==> src/rtl/mdio_pkg.sv <==
// Shared types and frame constants for the Clause-22 MDIO management master.
// Holds the sequencer state encoding and the fixed header field codes.
package mdio_pkg;

    typedef enum logic [2:0] {
        StRstHold,
        StRstWait,
        StIdle,
        StFrame,
        StDone
    } state_e;

    localparam logic [1:0] ST_CODE  = 2'b01;
    localparam logic [1:0] OP_WRITE = 2'b01;
    localparam logic [1:0] OP_READ  = 2'b10;
    localparam logic [1:0] TA_WRITE = 2'b10;

    localparam int unsigned FRAME_CORE_BITS = 32;

    // First 16 bits after the preamble: ST, OP, PHYAD, REGAD, TA.
    // A read puts 11 in the TA slot; the pins are released there anyway.
    function automatic logic [15:0] frame_header(input logic       is_write,
                                                 input logic [4:0] phy,
                                                 input logic [4:0] regad);
        return {ST_CODE, (is_write ? OP_WRITE : OP_READ), phy, regad,
                (is_write ? TA_WRITE : 2'b11)};
    endfunction

endpackage

==> src/rtl/mdio_clk_gen.sv <==
// MDC generator: one bit period is 2*CLK_DIV cycles, low half first.
// Strobes flag the cycle just before the corresponding MDC edge.
module mdio_clk_gen #(
    parameter int unsigned CLK_DIV = 25
) (
    input  logic clk_i,
    input  logic rst_i,
    input  logic en_i,
    output logic mdc_o,
    output logic fall_stb_o,
    output logic rise_stb_o
);

    localparam int unsigned PeriodCycles = 2 * CLK_DIV;
    localparam int unsigned CntW         = $clog2(PeriodCycles);
    localparam logic [CntW-1:0] CntLast  = CntW'(PeriodCycles - 1);
    localparam logic [CntW-1:0] CntHigh  = CntW'(CLK_DIV);
    localparam logic [CntW-1:0] CntPreHi = CntW'(CLK_DIV - 1);

    logic [CntW-1:0] cnt_q, cnt_d;
    logic            mdc_q, mdc_d;

    // Parking the counter at its last value makes the first enabled cycle phase 0.
    always_comb begin
        cnt_d = CntLast;
        mdc_d = 1'b0;
        if (en_i) begin
            cnt_d = (cnt_q == CntLast) ? '0 : cnt_q + 1'b1;
            mdc_d = (cnt_d >= CntHigh);
        end
    end

    always_ff @(posedge clk_i) begin
        if (rst_i) begin
            cnt_q <= CntLast;
            mdc_q <= 1'b0;
        end else begin
            cnt_q <= cnt_d;
            mdc_q <= mdc_d;
        end
    end

    assign mdc_o      = mdc_q;
    assign fall_stb_o = mdc_q && (cnt_q == CntLast);
    assign rise_stb_o = !mdc_q && (cnt_q == CntPreHi);

endmodule

==> src/rtl/mdio_phy_manager.sv <==
// Clause-22 MDIO master with PHY hardware-reset sequencing and a start/done handshake.
// Sequencer, reset counters, bit counter and the 16-bit data shift register live here.
module mdio_phy_manager
    import mdio_pkg::*;
#(
    parameter int unsigned CLK_DIV           = 25,
    parameter int unsigned PREAMBLE_BITS     = 32,
    parameter int unsigned RESET_CYCLES      = 1250000,
    parameter int unsigned POST_RESET_CYCLES = 625000
) (
    input  logic        clock,
    input  logic        reset,
    input  logic        start_port,
    input  logic        write_en,
    input  logic [4:0]  phy_addr,
    input  logic [4:0]  reg_addr,
    input  logic [15:0] wr_data,
    output logic        done_port,
    output logic [15:0] return_port,
    output logic        error,
    output logic        busy,
    output logic        ready,
    output logic        eth_mdc,
    output logic        mdio_o,
    output logic        mdio_oe,
    input  logic        mdio_i,
    output logic        eth_reset_n
);

    localparam int unsigned TotalBits = PREAMBLE_BITS + FRAME_CORE_BITS;
    localparam int unsigned BitW      = $clog2(TotalBits);
    localparam logic [BitW-1:0] LastBit  = BitW'(TotalBits - 1);
    localparam logic [BitW-1:0] OeOffBit = BitW'(PREAMBLE_BITS + 14);
    localparam logic [BitW-1:0] TaBit    = BitW'(PREAMBLE_BITS + 15);
    localparam logic [BitW-1:0] DataBit  = BitW'(PREAMBLE_BITS + 16);

    localparam int unsigned RstCntMax =
        (RESET_CYCLES > POST_RESET_CYCLES) ? RESET_CYCLES : POST_RESET_CYCLES;
    localparam int unsigned RstCntW = $clog2(RstCntMax + 1);
    localparam logic [RstCntW-1:0] RstHoldLast = RstCntW'(RESET_CYCLES - 1);
    localparam logic [RstCntW-1:0] RstWaitLast = RstCntW'(POST_RESET_CYCLES - 1);

    state_e              state_q;
    logic [RstCntW-1:0]  rst_cnt_q;
    logic [BitW-1:0]     bit_q;
    logic [15:0]         hdr_q;
    logic [15:0]         shreg_q;
    logic                write_q;
    logic                ta_err_q;
    logic                done_q;
    logic [15:0]         ret_q;
    logic                err_q;
    logic                busy_q;
    logic                ready_q;
    logic                rstn_q;
    logic                mdio_o_q;
    logic                mdio_oe_q;

    logic                fall_stb;
    logic                rise_stb;
    logic                clk_en;
    logic                accept;
    logic                last_fall;
    logic [15:0]         hdr_new;
    logic [BitW-1:0]     bit_nxt;
    logic                tx_nxt;

    // Serial value of frame bit idx: preamble ones, then header, then data.
    function automatic logic tx_bit(input logic [BitW-1:0] idx,
                                    input logic [15:0]     hdr,
                                    input logic            data_bit);
        int unsigned pos;
        pos = 32'(idx);
        if (pos < PREAMBLE_BITS) begin
            return 1'b1;
        end
        if (pos < PREAMBLE_BITS + 16) begin
            return hdr[4'(PREAMBLE_BITS + 15 - pos)];
        end
        return data_bit;
    endfunction

    assign hdr_new   = frame_header(write_en, phy_addr, reg_addr);
    assign bit_nxt   = bit_q + 1'b1;
    assign accept    = (state_q == StIdle) && start_port;
    assign last_fall = (state_q == StFrame) && fall_stb && (bit_q == LastBit);
    // The generator runs one cycle ahead of FRAME so bit 0 starts right after accept.
    assign clk_en    = accept || ((state_q == StFrame) && !last_fall);

    // Entering data bit 0 uses the MSB; later data bits see it after the pending shift.
    always_comb begin
        tx_nxt = tx_bit(bit_nxt, hdr_q, (bit_nxt == DataBit) ? shreg_q[15] : shreg_q[14]);
    end

    mdio_clk_gen #(
        .CLK_DIV(CLK_DIV)
    ) u_clk_gen (
        .clk_i     (clock),
        .rst_i     (reset),
        .en_i      (clk_en),
        .mdc_o     (eth_mdc),
        .fall_stb_o(fall_stb),
        .rise_stb_o(rise_stb)
    );

    always_ff @(posedge clock) begin
        if (reset) begin
            state_q   <= StRstHold;
            rst_cnt_q <= '0;
            bit_q     <= '0;
            hdr_q     <= '0;
            shreg_q   <= '0;
            write_q   <= 1'b0;
            ta_err_q  <= 1'b0;
            done_q    <= 1'b0;
            ret_q     <= '0;
            err_q     <= 1'b0;
            busy_q    <= 1'b0;
            ready_q   <= 1'b0;
            rstn_q    <= 1'b0;
            mdio_o_q  <= 1'b1;
            mdio_oe_q <= 1'b0;
        end else begin
            done_q <= 1'b0;
            unique case (state_q)
                StRstHold: begin
                    if (rst_cnt_q == RstHoldLast) begin
                        rst_cnt_q <= '0;
                        rstn_q    <= 1'b1;
                        state_q   <= StRstWait;
                    end else begin
                        rst_cnt_q <= rst_cnt_q + 1'b1;
                    end
                end
                StRstWait: begin
                    if (rst_cnt_q == RstWaitLast) begin
                        rst_cnt_q <= '0;
                        ready_q   <= 1'b1;
                        state_q   <= StIdle;
                    end else begin
                        rst_cnt_q <= rst_cnt_q + 1'b1;
                    end
                end
                StIdle: begin
                    if (start_port) begin
                        hdr_q     <= hdr_new;
                        shreg_q   <= wr_data;
                        write_q   <= write_en;
                        ta_err_q  <= 1'b0;
                        bit_q     <= '0;
                        busy_q    <= 1'b1;
                        mdio_o_q  <= tx_bit('0, hdr_new, wr_data[15]);
                        mdio_oe_q <= 1'b1;
                        state_q   <= StFrame;
                    end
                end
                StFrame: begin
                    if (rise_stb && !write_q) begin
                        if (bit_q == TaBit) begin
                            ta_err_q <= mdio_i;
                        end
                        if (bit_q >= DataBit) begin
                            shreg_q <= {shreg_q[14:0], mdio_i};
                        end
                    end
                    if (fall_stb) begin
                        if (bit_q == LastBit) begin
                            done_q    <= 1'b1;
                            err_q     <= write_q ? 1'b0 : ta_err_q;
                            if (!write_q) begin
                                ret_q <= shreg_q;
                            end
                            mdio_o_q  <= 1'b1;
                            mdio_oe_q <= 1'b0;
                            state_q   <= StDone;
                        end else begin
                            bit_q     <= bit_nxt;
                            mdio_o_q  <= tx_nxt;
                            mdio_oe_q <= write_q || (bit_nxt < OeOffBit);
                            if (write_q && (bit_nxt > DataBit)) begin
                                shreg_q <= {shreg_q[14:0], 1'b0};
                            end
                        end
                    end
                end
                StDone: begin
                    busy_q  <= 1'b0;
                    state_q <= StIdle;
                end
                default: state_q <= StRstHold;
            endcase
        end
    end

    assign done_port   = done_q;
    assign return_port = ret_q;
    assign error       = err_q;
    assign busy        = busy_q;
    assign ready       = ready_q;
    assign mdio_o      = mdio_o_q;
    assign mdio_oe     = mdio_oe_q;
    assign eth_reset_n = rstn_q;

endmodule

==> config.mk <==
export PLATFORM = sky130hd
export DESIGN_NAME = mdio_phy_manager
export DESIGN_NICKNAME = d
export VERILOG_FILES = /design/src/rtl/mdio_pkg.sv /design/src/rtl/mdio_clk_gen.sv /design/src/rtl/mdio_phy_manager.sv
export SDC_FILE = /design/constraint.sdc
export NUM_CORES = 1
export LEC_CHECK = 0
export ABC_AREA = 1
export BUFFER_PORTS_ARGS = -buffer_cell sky130_fd_sc_hd__buf_2
export CORE_MARGIN = 5
export CORE_UTILIZATION = 45
export CTS_CLUSTER_DIAMETER = 100
export DETAILED_ROUTE_END_ITERATION = 10
export SLEW_MARGIN = 20
export SYNTH_ARGS = -nofsm -noshare
export SYNTH_HDL_FRONTEND = slang
export SYNTH_HIERARCHICAL = 1
export SYNTH_SLANG_ARGS = --single-unit
==> constraint.sdc <==
create_clock -name clock -period 4.87 [get_ports clock]
set_input_delay 0.2435 -clock clock [delete_from_list [all_inputs] [get_ports clock]]
set_output_delay 0.2435 -clock clock [all_outputs]
set_load 0.005 [all_outputs]
==> reports/metrics.cfg <==
[worst_setup_path]
r2r-start = u_clk_gen/cnt_q[0]$_SDFF_PP1_
critPathRequiredTime_ns = 5.09
worstSetupStartpoint = u_clk_gen/cnt_q[0]$_SDFF_PP1_
cp-start-kind = flip-flop
endpoint_kind = flip-flop
critical_path_class = flip-flop to flip-flop
crit_path_max_fanout = 32
cp.arrival_ns = 3.11

[sta]
fin_skew_ns = 0.0141
rsz0062_at_grt = no
slew_headroom_pct = 31.3
fmax_ghz = 0.346
setup_slack_ns = 1.98
period_share_pct = 59.3
period_needed_ns = 2.89
setup_violations = 0
slew_viol_final = 0
max_slew.worst_pin.slew_ns = 1.03
setup_tns_ns = 0
hold_violations = 0

[synthesis]
synth_nets = 784
seq_area_frac_synth_pct = 35.7
synth-xor-area-share_pct = 1.22
synthesis.area_um2 = 5040
yosysTopAreaCell = dfxtp_1
ys_warn_count = 6
yosysUniqueCellTypes = 37
synth_area_leaders = dfxtp_1 (36%), nand2_1 (9.9%), inv_1 (7.2%), o21ai_0 (6.4%), nand3_1 (5.5%)
synth_top_area_share_pct = 35.7
synthSimpleGateAreaFrac_pct = 32.3
synth-seq-cells = 90
synthAdderAreaFrac_pct = 1.49
syn_area_per_cell_um2 = 6.75
syn_inst = 747
synth_top_family_by_area = simple AND/OR/NAND/NOR gates
synthMuxAreaShare_pct = 0
synth-compound-area-share_pct = 17.8

[job]
cap_violations = 0

[place]
place_ws_ns = 2.02
place.detailed.hpwl_um = 9380
place.gp.congestion = 0.866
numPortBuffers = 54

[floorplanning]
initial_core_util_pct = 46.3
fp.coreArea_um2 = 10900
num_rows = 38
ios = 55
dieHeight_um = 116
die-area_um2 = 13400
chipWidth_um = 116

[cells_and_area]
area_growth_pct = 10.4
antenna_cells = 0
drive_gt1_share_pct = 17.9
nets = 820
fin_util_pct = 51.1

[drt]
wl_um = 12900
drc = 0
vias_per_cell = 5.21
first_pass_iters = 5
vias = 4832
drt-initial-drc-count = 403
ant_nets = 0
wire_per_inst_um = 13.9

[global_route]
grt_pass1_wl_um = 21400
grt_pass1_vias = 4518
grt.overflow.total = 0
grt_max_degree = 49
grt_use_total_pct = 20.0
antenna_found_initial = 0

[power]
ir_worst_vdd_mv = 0.131
power.leakage_nw = 2.28
power-per-cell-area_nw_per_um2 = 257
finalPower_mw = 1.43

[hold_path]
min_from = phy_addr[1]
hp-class = primary input to flip-flop

[run_status]
status = finished, final reports clean

[clock_network]
h-tree-depth = 3
clk_pin_slew_ns = 0.09
cts_tree = built
worstSkewPairLatency_ns = 0.37
clock_path_buffers = 2
post_cts_buffers = 0
root_buffer = clkbuf_8
cts.repair.resized = 0
ctsHoldBuffers = 0
numClockSinks = 90
cts_inserted_buffers = 9

==> logic make-up after synthesis <==
logic type                 Yosys count
DFF                                 90
AOI/OAI and AO/OA                  163
buffers and inverters              144
xor gates and xnor gates             7
and+or+nand+nor                    337
adders and majority gates            6
==> cell usage in the layout, fill, tap and decap left out, types with 6 or more instances in the layout <==
cell / n
a21oi_1: 50
a21oi_2: 10
buf_2: 54
clkbuf_8: 12
dfxtp_1: 90
ha_1: 6
inv_1: 97
inv_2: 15
nand2_1: 133
nand2_2: 13
nand3_1: 55
nand3_2: 14
nand4_1: 16
nor2_1: 73
nor2_2: 8
nor3_1: 13
o21ai_0: 64
o21ai_1: 25
xor2_1: 7
==> metrics by stage <==
stage / cell area, µm² / hold slack [ns] / std cells
final: 5560 / 0.0982 / 928
after global routing: 5560 / 0.0984 / 928
after CTS: 5560 / 0.0793 / 928
after detailed placement: 5350 / 0.436 / 912
after global placement: 5350 / 0.433 / 912
after floorplan: 5040 / 0.375 / 747
==> worst max-delay path, stage by stage (launching register included) <==
cell and delay, ns:
dfxtp_1 0.42, ha_1 0.18, nand2_1 0.06, nor2_2 0.12
nand2_4 0.09, nor2_1 0.11, buf_4 0.22, inv_1 0.10
nor2_4 0.20, inv_2 0.07, nor2_2 0.12, nand2_1 0.59
o21ai_1 0.38, a21oi_1 0.06
==> registers in the layout, indices dropped and copies added, names as in the netlist <==
name	count
done_port	1
rst_cnt_q	21
eth_reset_n	1
mdio_oe	1
u_clk_gen/mdc_o	1
u_clk_gen/cnt_q	6
mdio_o	1
ready	1
shreg_q	16
hdr_q	13
state_q	3
ta_err_q	1
busy	1
return_port	16
bit_q	6
error	1
==> Yosys cell counts <==
library cell and instances:
a211oi_1 5, a21boi_1 1, a21oi_1 50, a21oi_2 10, a31oi_1 1, and3_1 1, buf_2 11, buf_4 2
buf_6 2, clkbuf_1 16, clkinv_1 1, dfxtp_1 90, ha_1 6, inv_1 97, inv_2 15, nand2_1 133
nand2_2 13, nand2_4 2, nand3_1 55, nand3_2 14, nand3_4 2, nand3b_1 1, nand4_1 16, nand4_2 1
nor2_1 73, nor2_2 8, nor2_4 3, nor2_8 1, nor3_1 13, o211ai_1 4, o21ai_0 64, o21ai_1 25
o21bai_1 1, o21bai_4 1, o22ai_1 1, or2_1 1, xor2_1 7
==> area by class of cell <==
| cell class | count | area [µm²] |
|---|---|---|
| clock buffer | 13 | 169 |
| clock inverter | 3 | 46.3 |
| fill | 1137 | 5320 |
| inverter | 113 | 424 |
| multi-input combinational | 513 | 2660 |
| sequential | 90 | 1800 |
| tap | 140 | 175 |
| timing repair buffer | 56 | 285 |
==> path summary, 6_finish.rpt <==
path                                       end  slack [ns]  depth (start not counted)
hold reg to reg    return_port[5]$_SDFFE_PP0P_        0.45                          2
hold / removal           hdr_q[8]$_SDFFE_PP0P_         0.1                          3
setup reg to reg  return_port[14]$_SDFFE_PP0P_        1.98                         13
setup / recovery  return_port[14]$_SDFFE_PP0P_        1.98                         13
==> layer usage <==
layer  vias to the layer above  GRT usage, %  wire, µm
met1                      2233          26.7      6060
li1                       2496             -         -
met5                         -             0         0
met4                         0          7.58       211
met3                        17          3.34       584
met2                        86          32.5      6070
==> power by group <==
| part | switching (mW) | internal [mW] | total [mW] |
|---|---|---|---|
| clock network | 0.271 | 0.281 | 0.551 |
| logic | 0.0730 | 0.0398 | 0.113 |
| registers | 0.0180 | 0.750 | 0.768 |
| total | 0.362 | 1.07 | 1.43 |
Power figures use the tool's default switching activity.
